$ cat src/rtl/alsu_cmd_issuer.sv
// Command stage in front of the ALSU: buffers packed op commands, holds each on the ALSU
// inputs for a fixed window, then captures out/leds and returns them over valid/ready.
module alsu_cmd_issuer #(
    parameter int unsigned DEPTH        = 4,
    parameter int unsigned HOLD_CYCLES  = 4,
    parameter int unsigned ALSU_LATENCY = 2
) (
    input  logic                    clk,
    input  logic                    rst,
    input  logic                    cmd_valid,
    output logic                    cmd_ready,
    input  logic [15:0]             cmd_data,
    output logic                    rsp_valid,
    input  logic                    rsp_ready,
    output logic [5:0]              rsp_data,
    output logic                    rsp_err,
    output logic [$clog2(DEPTH):0]  fifo_level,
    output logic [2:0]              alsu_A,
    output logic [2:0]              alsu_B,
    output logic [2:0]              alsu_opcode,
    output logic                    alsu_cin,
    output logic                    alsu_serial_in,
    output logic                    alsu_red_op_A,
    output logic                    alsu_red_op_B,
    output logic                    alsu_bypass_A,
    output logic                    alsu_bypass_B,
    output logic                    alsu_direction,
    input  logic [5:0]              alsu_out,
    input  logic [15:0]             alsu_leds
);

    localparam int unsigned PTR_W = $clog2(DEPTH);
    localparam int unsigned LVL_W = PTR_W + 1;
    localparam int unsigned CNT_W = $clog2(HOLD_CYCLES + 1);

    localparam logic [1:0] ST_IDLE  = 2'd0;
    localparam logic [1:0] ST_ISSUE = 2'd1;
    localparam logic [1:0] ST_RESP  = 2'd2;

    // The hold window must outlast the ALSU pipeline or a stale result is captured.
    if (HOLD_CYCLES < ALSU_LATENCY + 1) begin : g_bad_hold
        $error("alsu_cmd_issuer: HOLD_CYCLES must be >= ALSU_LATENCY+1");
    end
    if ((DEPTH < 2) || ((DEPTH & (DEPTH - 1)) != 0)) begin : g_bad_depth
        $error("alsu_cmd_issuer: DEPTH must be a power of 2 and >= 2");
    end

    logic [1:0]        state;
    logic [1:0]        state_next;
    logic [CNT_W-1:0]  cnt;
    logic [CNT_W-1:0]  cnt_next;
    logic              pop;
    logic              push;
    logic              capture;
    logic              rsp_done;
    logic [LVL_W-1:0]  level_next;
    logic [PTR_W-1:0]  wr_ptr;
    logic [PTR_W-1:0]  rd_ptr;
    logic [15:0]       mem [DEPTH];
    logic [15:0]       issue_cmd;

    assign push       = cmd_valid && cmd_ready;
    assign level_next = fifo_level + LVL_W'(push) - LVL_W'(pop);

    // State and hold-counter register
    always_ff @(posedge clk or negedge rst) begin
        if (!rst) begin
            state <= ST_IDLE;
            cnt   <= '0;
        end else begin
            state <= state_next;
            cnt   <= cnt_next;
        end
    end

    // Next-state and per-edge control decode
    always_comb begin
        state_next = state;
        cnt_next   = cnt;
        pop        = 1'b0;
        capture    = 1'b0;
        rsp_done   = 1'b0;
        case (state)
            ST_IDLE: begin
                if (fifo_level != '0) begin
                    pop        = 1'b1;
                    cnt_next   = '0;
                    state_next = ST_ISSUE;
                end
            end
            ST_ISSUE: begin
                cnt_next = cnt + CNT_W'(1);
                if (cnt == CNT_W'(HOLD_CYCLES - 1)) begin
                    capture    = 1'b1;
                    state_next = ST_RESP;
                end
            end
            ST_RESP: begin
                if (rsp_ready) begin
                    rsp_done   = 1'b1;
                    state_next = ST_IDLE;
                end
            end
            default: state_next = ST_IDLE;
        endcase
    end

    // FIFO pointers, level and registered ready
    always_ff @(posedge clk or negedge rst) begin
        if (!rst) begin
            wr_ptr     <= '0;
            rd_ptr     <= '0;
            fifo_level <= '0;
            cmd_ready  <= 1'b0;
        end else begin
            if (push) wr_ptr <= wr_ptr + PTR_W'(1);
            if (pop)  rd_ptr <= rd_ptr + PTR_W'(1);
            fifo_level <= level_next;
            cmd_ready  <= (level_next != LVL_W'(DEPTH));
        end
    end

    // Storage needs no reset: the pointers define which entries are live.
    always_ff @(posedge clk) begin
        if (push) mem[wr_ptr] <= cmd_data;
    end

    // Issued command and captured response
    always_ff @(posedge clk or negedge rst) begin
        if (!rst) begin
            issue_cmd <= '0;
            rsp_valid <= 1'b0;
            rsp_data  <= '0;
            rsp_err   <= 1'b0;
        end else begin
            if (pop) issue_cmd <= mem[rd_ptr];
            if (capture) begin
                rsp_valid <= 1'b1;
                rsp_data  <= alsu_out;
                rsp_err   <= |alsu_leds;
            end else if (rsp_done) begin
                rsp_valid <= 1'b0;
            end
        end
    end

    assign alsu_cin       = issue_cmd[15];
    assign alsu_serial_in = issue_cmd[14];
    assign alsu_red_op_A  = issue_cmd[13];
    assign alsu_red_op_B  = issue_cmd[12];
    assign alsu_bypass_A  = issue_cmd[11];
    assign alsu_bypass_B  = issue_cmd[10];
    assign alsu_direction = issue_cmd[9];
    assign alsu_opcode    = issue_cmd[8:6];
    assign alsu_A         = issue_cmd[5:3];
    assign alsu_B         = issue_cmd[2:0];

endmodule

$ cat config.mk
export PLATFORM = sky130hd
export DESIGN_NAME = alsu_cmd_issuer
export DESIGN_NICKNAME = d
export VERILOG_FILES = /design/src/rtl/alsu_cmd_issuer.sv
export SDC_FILE = /design/constraint.sdc
export NUM_CORES = 1
export LEC_CHECK = 0
export ABC_AREA = 1
export BUFFER_PORTS_ARGS = -buffer_cell sky130_fd_sc_hd__buf_2
export CORE_ASPECT_RATIO = 1.2
export CORE_MARGIN = 2
export CORE_UTILIZATION = 40
export CTS_CLUSTER_SIZE = 24
export DETAILED_ROUTE_END_ITERATION = 16
export PLACE_DENSITY = 0.63
export SLEW_MARGIN = 20
export SYNTH_ARGS = -nofsm -noshare
export SYNTH_HDL_FRONTEND = slang
export SYNTH_SLANG_ARGS = --single-unit
$ cat constraint.sdc
create_clock -name clk -period 2.9 [get_ports clk]
set_clock_uncertainty 0.1 [all_clocks]
set_input_delay 0.145 -clock clk [delete_from_list [all_inputs] [get_ports clk]]
set_output_delay 0.145 -clock clk [all_outputs]
set_load 0.02 [all_outputs]
Yosys cells after proc, flatten, opt, wreduce, memory -nomap -nowiden
Memory sizes are Yosys's and may differ from the RTL's. A register that Yosys moved wholly into a read port is not among the register bits.
Cells that the tools add are included.
- reductions and logical operators: 9
- muxes and demuxes: 16
- add/subtract/negate cells: 5
- equality and inequality tests: 7
- operators with widths (cell ; count):
    16-bit OR reduction ; 1
    1-bit 2-to-1 mux ; 10
    2-bit 2-to-1 mux ; 3
    2-bit inequality test (second input constant) ; 3
    2-bit case mux with 3 select lines ; 1
    3-bit case mux with 2 select lines ; 1
    2-bit by 1-bit adder with 2-bit output (second input constant) ; 2
    2-bit nonzero test ; 2
    3-bit by 1-bit adder with 3-bit output ; 1
    3-bit by 1-bit adder with 3-bit output (second input constant) ; 1
    3-bit by 2-bit == test with 1-bit output (second input constant) ; 1
    3-bit 2-to-1 mux ; 1
    3-bit inequality test (second input constant) ; 1
    3-bit AND reduction ; 1
    3-bit nonzero test ; 1
    3-bit by 1-bit subtractor with 3-bit output ; 1
    2-bit by 1-bit == test with 1-bit output (second input constant) ; 1
    2-bit == test (second input constant) ; 1
    2-bit logical NOT ; 1
    2-bit AND reduction ; 1
    1-bit logical AND ; 1
    1-bit logical NOT ; 1
- RAM bits: 64
- memories: 1
- register bits after elaboration: 21
- input port bits: 42
- memory list (memory ; depth ; width ; read ports ; clocked after memory_dff ; wr ports ; RTL line ; source):
    mem ; 4 ; 16 ; 1 ; 1 ; 1 ; 59 ; logic [15:0] mem [DEPTH];

Depth between registers and ports, before layout
Gate-level depths: netlist (run 1).
- word-level depth: 5
- depth in mapped cells: 14

Worst setup path after synthesis (run 1)
Ideal clock, no wire load.
- path kind: register to register
- start: reg fifo_level[1]
- end: reg cmd_ready
- setup slack: 0.551 ns
- arrival time: 2.132 ns
- stages on the path, launching flop included: 14
- cells stage by stage: dfrtp_1 > inv_1 > nand2_1 > nand2_2 > inv_4 > buf_6 > ha_1 > inv_1 > ha_1 > fa_1 > xnor2_1 > nand2_1 > nand2_1 > nand2_1
- longest elaborated chain between the ends: 5
- elaborated cells on any way between the ends: 6
- ends and longest elaborated chain (what ; RTL line ; source):
    start, declared ; 17 ; output logic [$clog2(DEPTH):0] fifo_level,
    start signal, assigned ; 118 ; fifo_level <= level_next;
    3-bit nonzero test ; 85 ; if (fifo_level != '0) begin
    1-bit 2-to-1 mux ; 85 ;
    1-bit 2-to-1 mux ; 83 ; case (state)
    named net pop ; 52 ; logic pop;
    3-bit by 1-bit subtractor with 3-bit output ; 63 ; assign level_next = fifo_level + LVL_W'(push) - LVL_W'(pop);
    named net level_next[2] ; 56 ; logic [LVL_W-1:0] level_next;
    3-bit inequality test ; 119 ; cmd_ready <= (level_next != LVL_W'(DEPTH));
    end signal, assigned ; 119 ;
    end, declared ; 11 ; output logic cmd_ready,
The timed path passes the listed nets, and every way through them passes these cells.
A chain may end at the register's enable or synchronous reset.

Final worst setup path (run 1)
- start: reg fifo_level[1]
- end: reg cmd_ready
- longest elaborated chain between the ends: 5
- elaborated cells on any way between the ends: 6
- ends and longest elaborated chain (what ; RTL line):
    branches (longest 3 deep; another with 3-bit by 1-bit adder with 3-bit output) ; --
    3-bit by 1-bit subtractor with 3-bit output (*) ; 63
    named net level_next[2] ; 56
    3-bit inequality test (*) ; 119
Mark *: on every way through the listed nets, which the timed path passes.

==> flow_summary.toml, run 1 <==
[synthesis]
ys_seq_elements = 101
synth-main-ff-cell = "edfxtp_1"
avgSynthCellArea_sq_um = 10.34
ys_types = 20
synth_edf_count = 64
synthTopCellsByCount = "nand2_1 (227), edfxtp_1 (64), dfrtp_1 (37)"
ys_async_sr_fraction_pct = 36.63
yosys_warnings = 0
synth_most_common_cell = "nand2_1"
yosysSeqAreaShare_pct = 68.00
synth_top_area_cell = "edfxtp_1"
synth_cells = 405
synth_top_area_share_pct = 45.89
netlist_top_cells_area = "edfxtp_1 (46%), dfrtp_1 (22%), nand2_1 (20%)"
syn-num-nets = 456
syn_area_sq_um = 4188

[power_and_ir_drop]
irDropWorstVdd_uv = 377.6
p_leak_nw = 2.474
p_per_area_nw_per_um2 = 1037

[place]
dp_slack_ns = 0.6074
io_buffers = 69
gp_congestion = 0.7327
hpwl_um = 5170

[route]
wl_met1_um = 3477
vias_per_cell = 4.568
route.detailed.wl_per_inst_um = 12.66
vias = 2896
drc = 0
routed_wl_um = 8026
drt_iter0_markers = 163
dr_wl_met2_um = 3924
highest_layer = "met4"
route.met3.wl_um = 448
antenna_left = 0
first_pass_iters = 4

[timing]
max_freq_ghz = 0.4338
fin_ws_ns = 0.5950
rsz0062_at_grt = "false"
period_share_pct = 79.48
finalSetupViolations = 0
hold_viol_final = 0
setup_tns_ns = 0
drv_slew = 0
period_minus_slack_ns = 2.305
relSlewSlack_pct = 44.92
worst_pin_slew_ns = 0.8261

[global_routing]
grt_start_max_net_pins = 38
grt_overflow = 0
antenna_found_initial = 0
track_usage_pct = 15.00
grt_pass1_wl_um = 12940
grt_pass1_vias = 2687

[finish]
areaGrowthSynthToFinish_pct = 23.87
num_antenna_cells = 0
finalNetCount = 554
drive_above_1_share_pct = 19.29

[worst_setup_path]
cp-startpoint = "fifo_level[1]"
required_ns = 3.03
start_kind = "flip-flop"
r2r-end = "cmd_ready"
arrival_ns = 2.44
path_class = "flip-flop to flip-flop"
rr_worst_depth = 12
crit_fanout = 18
r2r_start = "fifo_level[1]"
cp-end-kind = "flip-flop"
rrSetupSlack_ns = 0.59

[clock_tree]
cts-root-buf = "clkbuf_16"
cts_resized = 0
cts_made_buffers = 9
cts_tree = "built"
path_clk_slew_ns = 0.06
clockBufferDepth = 2
clock_sinks = 101
htree_num_levels = 3
clock_latency_ns = 0.34

[floorplanning]
rows = 40
start_util_pct = 41.42
fp.dieW_um = 97.41
die_h_um = 116.1
dieArea_sq_um = 11310
core_sq_um = 10110
pin_count = 70

[worst_hold_path]
min_from = "alsu_leds[0]"
min_path_type = "input pin to flip-flop"
min_to = "rsp_err"
hold_path_depth = 7

[job]
cap_violations = 0

[status]
status = "finished clean"
-- kinds of logic (layout without fill, tap and decap cells) --
| family | Yosys count | after routing | share of synthesized area (%) |
|---|---|---|---|
| flops | 101 | 101 | 68.00 |
| fa+ha+maj | 9 | 9 | 2.868 |
| simple gates | 253 | 253 | 23.07 |
| xor+xnor | 3 | 3 | 0.6275 |
| compound gates | 7 | 7 | 0.8962 |
| buf+inv | 32 | 135 | 4.541 |
-- how the worst max path moves through the flow --
stage                     depth (start not counted)        end  slack (ns)
after global routing                             12  cmd_ready        0.42
final                                            12  cmd_ready        0.59
after CTS                                        12  cmd_ready        0.56
after floorplan                                  13  cmd_ready        0.55
after global placement                           12  cmd_ready        0.68
after detailed placement                         12  cmd_ready        0.61
-- worst max-delay path: stages, from the launching register on --
cell and delay [ns]:
dfrtp_1 0.40, inv_1 0.11, nand2_1 0.09, nand2_2 0.10, inv_4 0.10, ha_1 0.29, inv_1 0.04, ha_1 0.18
fa_1 0.39, xnor2_1 0.19, nand2_1 0.07, nand2_1 0.09, nand2_1 0.05
-- sequential cells by signal, summed over array words and instances, names as in the netlist, 2 cells and up --
name	cells
mem	64
issue_cmd	16
rsp_data	6
cnt	3
fifo_level	3
rd_ptr	2
state	2
wr_ptr	2
-- per-stage QoR --
| stage | util (%) | cell area (sq um) | instances | hold WS (ns) | power, W |
|---|---|---|---|---|---|
| 4_1_cts | 51.31 | 5187 | 634 | 0.06005 | 0.005449 |
| 6_report | 51.31 | 5187 | 634 | 0.06488 | 0.005379 |
| 2_1_floorplan | - | 4188 | 405 | -0.2506 | 0.003638 |
| 5_1_grt | 51.31 | 5187 | 634 | 0.09357 | 0.005784 |
| 3_5_place_dp | 45.79 | 4629 | 594 | 0.1905 | 0.004149 |
| 3_3_place_gp | 45.79 | 4629 | 594 | 0.1859 | 0.004088 |
-- cell usage in the layout (no fill, tap or decap) --
master and n:
clkbuf_16 9, fa_1 1, dlygate4sd3_1 24, dfrtp_1 37
a21oi_1 1, nand2_1 227, clkbuf_1 1, nor3b_1 1
nand2_2 3, nor2_1 18, inv_2 2, xor2_1 2
o31ai_1 1, clkinv_2 3, nand3_1 4, o21ai_0 5
xnor2_1 1, inv_4 2, ha_1 8, bufinv_16 2
buf_2 69, edfxtp_1 64, clkbuf_8 1, inv_1 15
buf_4 7
-- layer usage --
layer	vias up	global-route usage (%)
met3	12	3.317
li1	1476	-
met1	1329	18.25
met2	79	25.61
met5	-	0
met4	0	7.222
-- layout make-up --
cell class	count	area, sq um
tap	126	157.7
multi-input combinational	272	1150
clock buffer	11	242.7
fill	917	4922
clock inverter	5	75.07
sequential	101	2848
timing repair buffer	100	638.1
inverter	19	76.32
-- report_power, final --
part,leakage [nW],switching [W],total (W),internal (W)
clock,0.159,0.000486,0.00126,0.000775
sequential,1.04,0.000191,0.00216,0.00197
combinational,1.28,0.00132,0.00196,0.000634
total,2.47,0.00200,0.00538,0.00338
-- timing repair --
item                                   4_1_cts  5_1_grt
buffers inserted                             0        0
endpoints found under the hold margin      108        0
hold buffers                                24        0
(Power assumes the default switching activity.)
==> run 2, diff against run 1 <==
Settings changed: PLACE_DENSITY 0.63 to 0.65.
Clock period 2.9 ns to 2.1 ns, I/O delays scaled along.
==> flow_summary.toml, run 2 (same netlist as run 1, synthesis figures left out) <==
[route]
drc = 0
route.met3.wl_um = 374
first_pass_iters = 5
route.detailed.wl_per_inst_um = 12.69
wl_met1_um = 3606
routed_wl_um = 8162
dr_wl_met2_um = 4043
drt_iter0_markers = 123
vias = 2860
antenna_left = 0
vias_per_cell = 4.448
highest_layer = "met4"

[finish]
largest_reg_flops = 64
instances_no_fill = 643
regMostFlops = "mem"
reg_top3 = "mem: 64 flops, issue_cmd: 16 flops, rsp_data: 6 flops"
nFillCells = 909
fin_area_sq_um = 5344
finalNetCount = 563
layout_commonest_cell = "nand2_1"
num_antenna_cells = 0
final_cell_mix = "nand2_1 (226), buf_2 (69), edfxtp_1 (64)"
drive_above_1_share_pct = 22.82
areaGrowthSynthToFinish_pct = 27.61

[worst_setup_path]
r2r-end = "cmd_ready"
setup.worst_path.end = "cmd_ready"
rr_worst_depth = 13
path_class = "flip-flop to flip-flop"
r2r_start = "fifo_level[0]"
arrival_ns = 2.21
crit_chain = "nor2_2 -> nand2_1 -> nand2_2 -> inv_4 -> ha_4 -> inv_2 -> ha_4 -> fa_2 -> xnor2_2 -> inv_1 -> nand2_1 -> nand2_2 -> nand2_1"
cpPeakStageDelay_ns = 0.40
crit_fanout = 2
required_ns = 2.23
cp_slowest_cell = "dfrtp_2"
cp-startpoint = "fifo_level[0]"
start_kind = "flip-flop"
cp-end-kind = "flip-flop"
rrSetupSlack_ns = 0.02
crit_top_cell = "nand2_1"

[global_routing]
grt_start_max_net_pins = 35
grt_pass1_vias = 2823
antenna_found_initial = 0
grt_pass1_wl_um = 13450
track_usage_pct = 15.22
grt_overflow = 0

[clock_tree]
cts_tree = "built"
clock_sinks = 101
clock_latency_ns = 0.34
htree_num_levels = 3
cts-root-buf = "clkbuf_16"
clockBufferDepth = 2
cts_made_buffers = 9
path_clk_slew_ns = 0.06

[timing]
period_share_pct = 99.05
finalSetupViolations = 0
setup_tns_ns = 0
rsz0062_at_grt = "true"
whs_ns = 0.03031
worst_pin_slew_ns = 0.4521
drv_slew = 0
period_minus_slack_ns = 2.080
max_freq_ghz = 0.4807
hold_viol_final = 0
relSlewSlack_pct = 69.86

[place]
io_buffers = 69
hpwl_um = 5364
dp.cells = 601
placed_area_sq_um = 4711
gp_congestion = 0.8284

[power_and_ir_drop]
p_leak_nw = 2.531
irDropWorstVdd_uv = 578.3
finalPower_w = 0.007874
p_per_area_nw_per_um2 = 1473

[floorplanning]
core_sq_um = 10110
die_h_um = 116.1
rows = 40
pin_count = 70
dieArea_sq_um = 11310
start_util_pct = 41.42
fp.dieW_um = 97.41

[status]
status = "finished clean"

[worst_hold_path]
min_path_type = "input pin to flip-flop"

[job]
cap_violations = 0
## run 2: cell types whose count changed in the layout (fill, tap and decap cells not counted), sizes merged
cell / previous run / this run
clkinv: 3 / 2
bufinv: 2 / 4
clkinvlp: 0 / 1
buf: 76 / 85
clkbuf: 11 / 9
## run 2: per-layer routing
metal,vias to the layer above,GRT usage (%)
met5,-,0
li1,1489,-
met4,0,6.204
met1,1291,17.97
met2,68,26.94
met3,12,3.679
## run 2: final cells by class
cell class	instances	area, sq um	share of cell area, %
sequential	101	2851	53.36
multi-input combinational	272	1190	22.27
timing repair buffer	109	705.7	13.21
clock buffer	9	225.2	4.214
tap	126	157.7	2.950
clock inverter	7	137.6	2.576
inverter	19	76.32	1.428
## run 2: worst min path at each step
stage,from,end,slack [ns],depth (start not counted)
after floorplan,rst,cmd_ready,-0.29,0
after global placement,rst,issue_cmd[2],-0.02,1
after detailed placement,rst,issue_cmd[4],-0.02,1
after CTS,alsu_leds[12],rsp_err,0.03,7
after global routing,alsu_leds[1],rsp_err,0.06,7
final,alsu_leds[12],rsp_err,0.03,7
## run 2: critical path: cells and delay by family (launching register included)
| family | cells | cell delay [ns] |
|---|---|---|
| adders and majority gates | 3 | 0.75 |
| and+or+nand+nor | 6 | 0.45 |
| DFF | 1 | 0.40 |
| buffers and inverters | 3 | 0.13 |
| xor gates and xnor gates | 1 | 0.14 |
## run 2: stage by stage
step                utilization (%)  setup slack (ns)
finish                        52.86           0.01986
floorplan                         -           -0.1762
global route                  52.86          -0.08243
CTS                           52.64          0.007092
detailed placement            46.60          -0.04369
global placement              46.60           0.03600
## run 2: where the power goes
group	total (W)	internal (W)	switching, W
clock network	0.00195	0.00128	0.000674
logic	0.00296	0.00103	0.00193
registers	0.00296	0.00273	0.000234
total	0.00787	0.00503	0.00284
## run 2: timing repair
item | in CTS | in global routing
resized for setup | 0 | 3
endpoints found under the setup margin | 2 | 2
setup buffers | 1 | 1
hold buffers | 24 | 0
pin swaps | 3 | 1
hold endpoints to repair | 89 | 0
==> run 3, diff against run 2 <==
Settings changed: PLACE_DENSITY 0.65 to 0.63.
Clock period 2.1 ns to 2.6 ns, I/O delays scaled along.
==> flow_summary.toml, run 3 (same netlist as run 1, synthesis figures left out) <==
[status]
status = "finished clean"

[timing]
finalSetupViolations = 0
worst_pin_slew_ns = 0.8239
setup_tns_ns = 0
period_share_pct = 84.28
drv_slew = 0
period_minus_slack_ns = 2.191
max_freq_ghz = 0.4563
rsz0062_at_grt = "false"
hold_viol_final = 0
relSlewSlack_pct = 45.07

[route]
route.detailed.wl_per_inst_um = 12.95
routed_wl_um = 8222
drt_iter0_markers = 146
antenna_left = 0
vias_per_cell = 4.539
first_pass_iters = 4
vias = 2882
drc = 0

[clock_tree]
cts_tree = "built"
clock_latency_ns = 0.34
htree_num_levels = 3
path_clk_slew_ns = 0.07
cts-root-buf = "clkbuf_16"
clockBufferDepth = 2
post_cts_buffers = 0
cts_made_buffers = 9
clock_sinks = 101

[power_and_ir_drop]
p_per_area_nw_per_um2 = 1158
p_leak_nw = 2.461
irDropWorstVdd_uv = 436.4

[place]
io_buffers = 69
gp_congestion = 0.7200
hpwl_um = 5196

[global_routing]
grt_pass1_vias = 2754
grt_start_max_net_pins = 38
grt_overflow = 0
antenna_found_initial = 0
track_usage_pct = 15.50
grt_pass1_wl_um = 13480

[worst_setup_path]
path_class = "flip-flop to flip-flop"
required_ns = 2.73
arrival_ns = 2.32
start_kind = "flip-flop"
cp-end-kind = "flip-flop"
crit_fanout = 3

[finish]
final_util_pct = 51.37
nFillCells = 911
regMostFlops = "mem"
drive_above_1_share_pct = 19.45
multi_input_area_sq_um = 1150
areaGrowthSynthToFinish_pct = 24.02
layout_commonest_cell = "nand2_1"
finalNetCount = 555
reg_top3 = "mem: 64 flops, issue_cmd: 16 flops, rsp_data: 6 flops"
final_cell_mix = "nand2_1 (227), buf_2 (69), edfxtp_1 (64)"
largest_reg_flops = 64
num_antenna_cells = 0
regArea_sq_um = 2848

[floorplanning]
die_h_um = 116.1
fp.dieW_um = 97.41
pin_count = 70
dieArea_sq_um = 11310
start_util_pct = 41.42
rows = 40
core_sq_um = 10110

[job]
cap_violations = 0

[worst_hold_path]
min_path_type = "input pin to flip-flop"
-- run 3: changes by cell type in the layout (fill, tap and decap cells not counted), moves of 2 or more --
cell / before / now
clkinvlp_4: 0 / 3
inv_2: 4 / 2
ha_4: 2 / 0
dfrtp_2: 3 / 0
buf_4: 16 / 8
bufinv_16: 4 / 2
inv_1: 13 / 15
ha_1: 6 / 8
dfrtp_1: 34 / 37
-- run 3: layer usage --
metal  vias up  wire length (um)  global-route usage (%)
met5         -                 0                       0
met4         0               157                   6.389
met3        10               382                   3.860
met2        70              4050                   26.57
met1      1325              3631                   18.92
li1       1477                 -                       -
-- run 3: final timing paths --
check,start,end,slack [ns],cells past startpoint
setup / recovery,fifo_level[1],cmd_ready,0.41,12
hold / removal,alsu_leds[4],rsp_err,0.05,7
setup reg to reg,fifo_level[1],cmd_ready,0.41,12
hold reg to reg,issue_cmd[2],issue_cmd[2],0.38,2
max in group asynchronous,rst,fifo_level[0],1.55,2
min in group asynchronous,rst,issue_cmd[5],0.32,2
-- run 3: worst max-delay path: stages, from the launching register on --
cell	delay, ns
dfrtp_1	0.41
inv_1	0.11
nand2_1	0.08
nand2_2	0.09
inv_4	0.04
ha_1	0.27
inv_1	0.04
ha_1	0.18
fa_1	0.39
xnor2_1	0.19
nand2_1	0.07
nand2_1	0.08
nand2_1	0.05
-- run 3: layout make-up --
class,instances,area share [%]
flip-flops and latches,101,54.83
multi-input cells,272,22.14
repair buffers,101,12.43
clock buffers,10,4.409
well taps,126,3.035
clock inverters,6,1.686
inverters,19,1.470
-- run 3: power breakdown --
group / switching (W) / leakage [nW] / total [W] / internal (W)
registers: 0.000217 / 1.04 / 0.00242 / 0.00220
clock network: 0.000549 / 0.141 / 0.00139 / 0.000840
logic: 0.00149 / 1.28 / 0.00221 / 0.000720
total: 0.00226 / 2.46 / 0.00602 / 0.00376
-- run 3: timing repair --
action | in CTS | in global routing
setup endpoints to repair | 0 | 0
hold endpoints to repair | 108 | 0
hold buffers | 24 | 0
gates resized for setup | 0 | 0
-- run 3: metrics by stage --
stage                     total power [W]  instance area (sq um)  hold slack, ns  setup slack (ns)  instances
after CTS                        0.006084                   5194         0.04418            0.3943        635
after global routing             0.006460                   5194         0.07868            0.2816        635
final                            0.006016                   5194         0.04764            0.4086        635
after detailed placement         0.004645                   4637          0.1853            0.3974        595
after floorplan                  0.004057                   4188         -0.2656            0.2508        405
after global placement           0.004577                   4637          0.1686            0.4794        595
